==> src/rtl/rf_wb_arbiter.sv <==
// rf_wb_arbiter: round-robin writeback arbiter with register scoreboard for issue stalls
module rf_wb_arbiter (
  input  logic        clk,
  input  logic        rst_n,
  input  logic        iss_valid,
  input  logic [4:0]  iss_rd,
  input  logic [4:0]  iss_rs1,
  input  logic [4:0]  iss_rs2,
  output logic        iss_stall,
  input  logic        a_valid,
  input  logic [4:0]  a_rd,
  input  logic [31:0] a_data,
  output logic        a_ready,
  input  logic        b_valid,
  input  logic [4:0]  b_rd,
  input  logic [31:0] b_data,
  output logic        b_ready,
  output logic        w_en,
  output logic [4:0]  w_adr,
  output logic [31:0] w_data,
  output logic [31:0] busy,
  output logic        err
);
  logic        last_b;
  logic        xfer, issue, wr;
  logic [4:0]  g_rd;
  logic [31:0] g_data, clr, set;
  always_comb begin
    a_ready   = rst_n && a_valid && (!b_valid || last_b);
    b_ready   = rst_n && b_valid && (!a_valid || !last_b);
    xfer      = a_ready || b_ready;
    g_rd      = a_ready ? a_rd : b_rd;
    g_data    = a_ready ? a_data : b_data;
    wr        = xfer && g_rd != 5'd0;
    iss_stall = rst_n && iss_valid && (busy[iss_rs1] || busy[iss_rs2] || busy[iss_rd]);
    issue     = iss_valid && !iss_stall && iss_rd != 5'd0;
    clr       = wr ? 32'd1 << g_rd : '0;
    set       = issue ? 32'd1 << iss_rd : '0;
  end
  always_ff @(posedge clk or negedge rst_n)
    if (!rst_n) begin
      busy   <= '0;
      err    <= 1'b0;
      w_en   <= 1'b0;
      w_adr  <= '0;
      w_data <= '0;
      last_b <= 1'b1;
    end else begin
      busy <= (busy & ~clr) | set;
      err  <= err | (wr && !busy[g_rd]);
      w_en <= wr;
      if (xfer) begin
        w_adr  <= g_rd;
        w_data <= g_data;
        last_b <= b_ready;
      end
    end
endmodule

==> config.mk <==
export PLATFORM = sky130hd
export DESIGN_NAME = rf_wb_arbiter
export DESIGN_NICKNAME = d
export VERILOG_FILES = /design/src/rtl/rf_wb_arbiter.sv
export SDC_FILE = /design/constraint.sdc
export NUM_CORES = 1
export LEC_CHECK = 0
export BUFFER_PORTS_ARGS = -buffer_cell sky130_fd_sc_hd__buf_4
export CAP_MARGIN = 20
export CELL_PAD_IN_SITES_DETAIL_PLACEMENT = 1
export CELL_PAD_IN_SITES_GLOBAL_PLACEMENT = 1
export CORE_ASPECT_RATIO = 2
export CORE_MARGIN = 8
export CORE_UTILIZATION = 36
export CTS_CLUSTER_DIAMETER = 80
export DETAILED_ROUTE_END_ITERATION = 7
export HOLD_SLACK_MARGIN = 0.05
export PLACE_DENSITY = 0.79
export SYNTH_ARGS = -nofsm -noshare
export SYNTH_HDL_FRONTEND = slang
export SYNTH_SLANG_ARGS = --single-unit
==> constraint.sdc <==
create_clock -name clk -period 4 [get_ports clk]
set_input_delay 0.8 -clock clk [delete_from_list [all_inputs] [get_ports clk]]
set_output_delay 0.8 -clock clk [all_outputs]
set_load 0.01 [all_outputs]
Word-level counts from Yosys, hierarchy flattened
Cells that the tools add are included.
W data, S select, Z words.
- register bits after elaboration: 72
- input port bits: 94
- output and inout port bits: 74
- word-level logic and storage cells: 50
- order comparisons: 4
- shift-type cells: 2
- multiplexer cells: 12
- bitwise gates (word level): 4
- reduce and logical (&&, ||, !) cells: 22
- operator list (operator ; count):
    $mux W32 ; 3
    $shl A1 B5 Y32 const A ; 2
    $and A32 B32 Y32 ; 1
    $not A32 Y32 ; 1
    $or A32 B32 Y32 ; 1
    $lt A5 B6 Y1 const B ; 4
    $bmux W1 S5 ; 4
    $logic_and A1 B1 Y1 ; 10
    $reduce_bool A5 Y1 ; 2
    $logic_not A1 Y1 ; 5
    $logic_or A1 B1 Y1 ; 5
    $mux W5 ; 1
    $mux W1 ; 4
    $or A1 B1 Y1 ; 1

Longest topological paths before layout
- depth after elaboration: 10
- gate-level depth with buffers: 9
- gate-level depth less buffers: 8

Worst setup path after synthesis
OpenSTA, ideal clock, no wires.
- path type: input to output
- start point: input iss_rs1[0]
- end point: output iss_stall
- arrival time: 2.562 ns
- data required time: 3.200 ns
- setup slack: 0.638 ns
- cell stages on the path: 6
- buffers on the path: 1
- path through: buf_4 mux4_2 mux4_2 mux2_2 a211oi_2 a21oi_1
- longest elaborated chain between the ends: 5
- RTL lines (item ; RTL line ; text):
    start: declaration ; 7 ; input logic [4:0] iss_rs1,
    $bmux W1 S5 ; 35 ; iss_stall = rst_n && iss_valid && (busy[iss_rs1] || busy[iss_rs2] || busy[iss_rd]);
    $mux W1 (not written as such) ; 35 ;
    $logic_or A1 B1 Y1 (2 in a row) ; 35 ;
    $logic_and A1 B1 Y1 ; 35 ;
    end: declaration ; 9 ; output logic iss_stall,
No other way between the ends. The select of a mux whose other input is x is not followed.

Worst setup path in the final report
Ends and elaborated chain as after synthesis.

==> results.json <==
{
  "cts_hold_buf": 0,
  "drive_gt1_share_pct": 40.24,
  "antenna_found_initial": 0,
  "drv_cap": 0,
  "ys_seq_area_share_pct": 42.86,
  "endpoint_kind": "primary output",
  "grt.total_usage_pct": 22.08,
  "fin_crit_sh_pct": 89.10,
  "yosysTopAreaCellShare_pct": 42.24,
  "powerDensity_nw_per_um2": 553.5,
  "dieArea_sq_um": 15610,
  "cts_tree": "yes",
  "skew_ps": 4.187,
  "fin_crit_ps": 3564,
  "crit_arrival_ps": 2760,
  "fin_tns_setup_ps": 0,
  "clk_path_buf_depth": 2,
  "dieWidth_um": 92.44,
  "postPlaceCellArea_sq_um": 5614,
  "fmax_mhz": 280.6,
  "status": "completed",
  "grt_pass1_wl_um": 26920,
  "crit_type": "in2out",
  "drc": 0,
  "via_per_inst": 5.907,
  "avgSynthCellArea_sq_um": 9.968,
  "synthTopCellsByArea": "dfrtp_1, mux4_2, o21ai_0, nor2_1, o22ai_1",
  "cts-root-buf": "clkbuf_16",
  "path_clk_slew_ps": 60,
  "synth-edff-count": 0,
  "critPathRequiredTime_ps": 3200,
  "final-seq-area_sq_um": 1803,
  "design_area_sq_um": 5982,
  "nets": 679,
  "yosys_warnings": 0,
  "vias": 4336,
  "netlist_instances": 422,
  "synth.most_common_cell": "dfrtp_1",
  "port_buffers": 167,
  "overflow": 0,
  "hold_viol_final": 0,
  "ys.flop_type": "dfrtp_1",
  "hpwl_um": 12690,
  "cts_resized": 0,
  "leakage_nw": 2.612,
  "die_h_um": 168.9,
  "rsz0062_at_grt": "false",
  "ys_top_cells_by_count": "dfrtp_1, nor2_1, o21ai_0",
  "syn-num-nets": 516,
  "cp-start-kind": "primary input",
  "hp-class": "in2async",
  "ant_nets": 0,
  "core_area_sq_um": 11560,
  "peakVddDrop_uv": 313.0,
  "grt_pass1_vias": 4712,
  "start_util_pct": 36.39,
  "drtPass1Iterations": 4,
  "std_cell_rows": 56,
  "syn2layout_area_growth_pct": 42.21,
  "slew_headroom_pct": 43.21,
  "synth_cell_types": 45,
  "wl_per_cell_um": 23.17,
  "h-tree-depth": 3,
  "setup_violations": 0,
  "power_w": 0.003311,
  "nFillCells": 1333,
  "num_antenna_cells": 0,
  "pin_count": 168,
  "dpl.cell_count": 719,
  "synth.cell_area_sq_um": 4207,
  "clock_sinks": 72,
  "critical_path_peak_fanout": 8,
  "tightestPinTransition_ps": 849.7,
  "async_flop_share_pct": 100.0,
  "postRouteWirelength_um": 17010,
  "layoutNonFillerInstCount": 734,
  "drt_iter0_markers": 331,
  "final_util_pct": 51.74,
  "ys_ff_latch": 72,
  "multi_input_area_sq_um": 2286,
  "worstSkewPairLatency_ps": 340,
  "cts_made_buffers": 9,
  "synth_top_area_cell": "dfrtp_1",
  "grt_max_degree": 64,
  "gp_congestion": 0.9366,
  "slew_viol_final": 0,
  "post_cts_buffers": 0
}
[critical path, cell delays in order]
cell	delay, ps
buf_4	170
mux4_2	520
mux4_2	460
mux2_2	290
a211oi_2	140
buf_4	170
a21oi_1	70
buf_4	140
[cell families (layout without fill, tap and decap cells)]
family,after synthesis,in the layout,synth area share [%]
multiplexers,43,43,19.27
flip-flops,72,72,42.86
buffers and inverters,30,197,2.796
AND/OR/NAND/NOR,136,136,14.72
AO/OA/AOI/OAI,141,141,20.35
[per-layer routing]
metal | GRT usage [%] | wire [um] | up-vias | share of wire (%)
li1 | - | - | 1915 | -
met1 | 26.58 | 6533 | 2167 | 38
met2 | 37.20 | 8619 | 220 | 51
met3 | 5.989 | 1481 | 34 | 8.7
met4 | 6.709 | 371 | 0 | 2.2
met5 | 0 | 0 | - | 0
[registers in the layout, indices dropped and copies added, names as in the netlist]
signal  count
w_adr       5
busy       32
err         1
w_en        1
w_data     32
last_b      1
[power breakdown]
part / total (W) / switching, W / internal, W
combinational: 0.00111 / 0.000501 / 0.000607
clock: 0.000997 / 0.000310 / 0.000687
sequential: 0.00121 / 0.000307 / 0.000899
total: 0.00331 / 0.00112 / 0.00219
[worst paths after layout]
kind	from	end	slack [ps]	depth (start not counted)
max in group asynchronous	rst_n	busy[28]	2620	2
min in group clk	err	err	480	1
min	rst_n	w_data[2]	340	1
min reg2reg	err	err	480	1
max	iss_rs1[0]	iss_stall	440	8
max reg2reg	last_b	busy[12]	1070	7
[stage by stage]
step           setup slack, ps  hold WS (ps)
6_report                 436.1         335.8
5_1_grt                  364.9         346.2
4_1_cts                  420.9         335.5
3_5_place_dp             428.5         468.7
3_3_place_gp             425.5         462.2
2_1_floorplan            638.5         503.2
[cells in the final DEF (no fill, tap or decap), types with 2 or more instances in the layout]
| master | instances |
|---|---|
| o21ai_0 | 69 |
| nand3_1 | 3 |
| nand2b_1 | 8 |
| mux4_2 | 30 |
| a21bo_2 | 2 |
| dfrtp_1 | 71 |
| a221oi_1 | 5 |
| and2_1 | 2 |
| o21ai_1 | 4 |
| mux2_2 | 4 |
| buf_4 | 176 |
| nor2_1 | 70 |
| a31oi_1 | 3 |
| and3_1 | 3 |
| nor4b_1 | 2 |
| a21boi_0 | 3 |
| or3_1 | 2 |
| bufinv_16 | 4 |
| o2111ai_1 | 2 |
| o41ai_1 | 3 |
| or2_2 | 7 |
| o22ai_1 | 33 |
| o21a_1 | 3 |
| a21oi_1 | 3 |
| a211oi_1 | 2 |
| inv_1 | 6 |
| nand4_1 | 4 |
| nor2b_1 | 4 |
| nand2_1 | 28 |
| mux2i_1 | 9 |
| clkbuf_16 | 9 |
[area by class of cell]
type / count / area share, %
clock inverters: 5 / 2.154
inverters: 6 / 0.3765
flip-flops and latches: 72 / 30.14
repair buffers: 176 / 22.09
clock buffers: 10 / 3.995
well taps: 145 / 3.033
multi-input cells: 320 / 38.21
No activity file was read; power rests on OpenSTA's default activity.
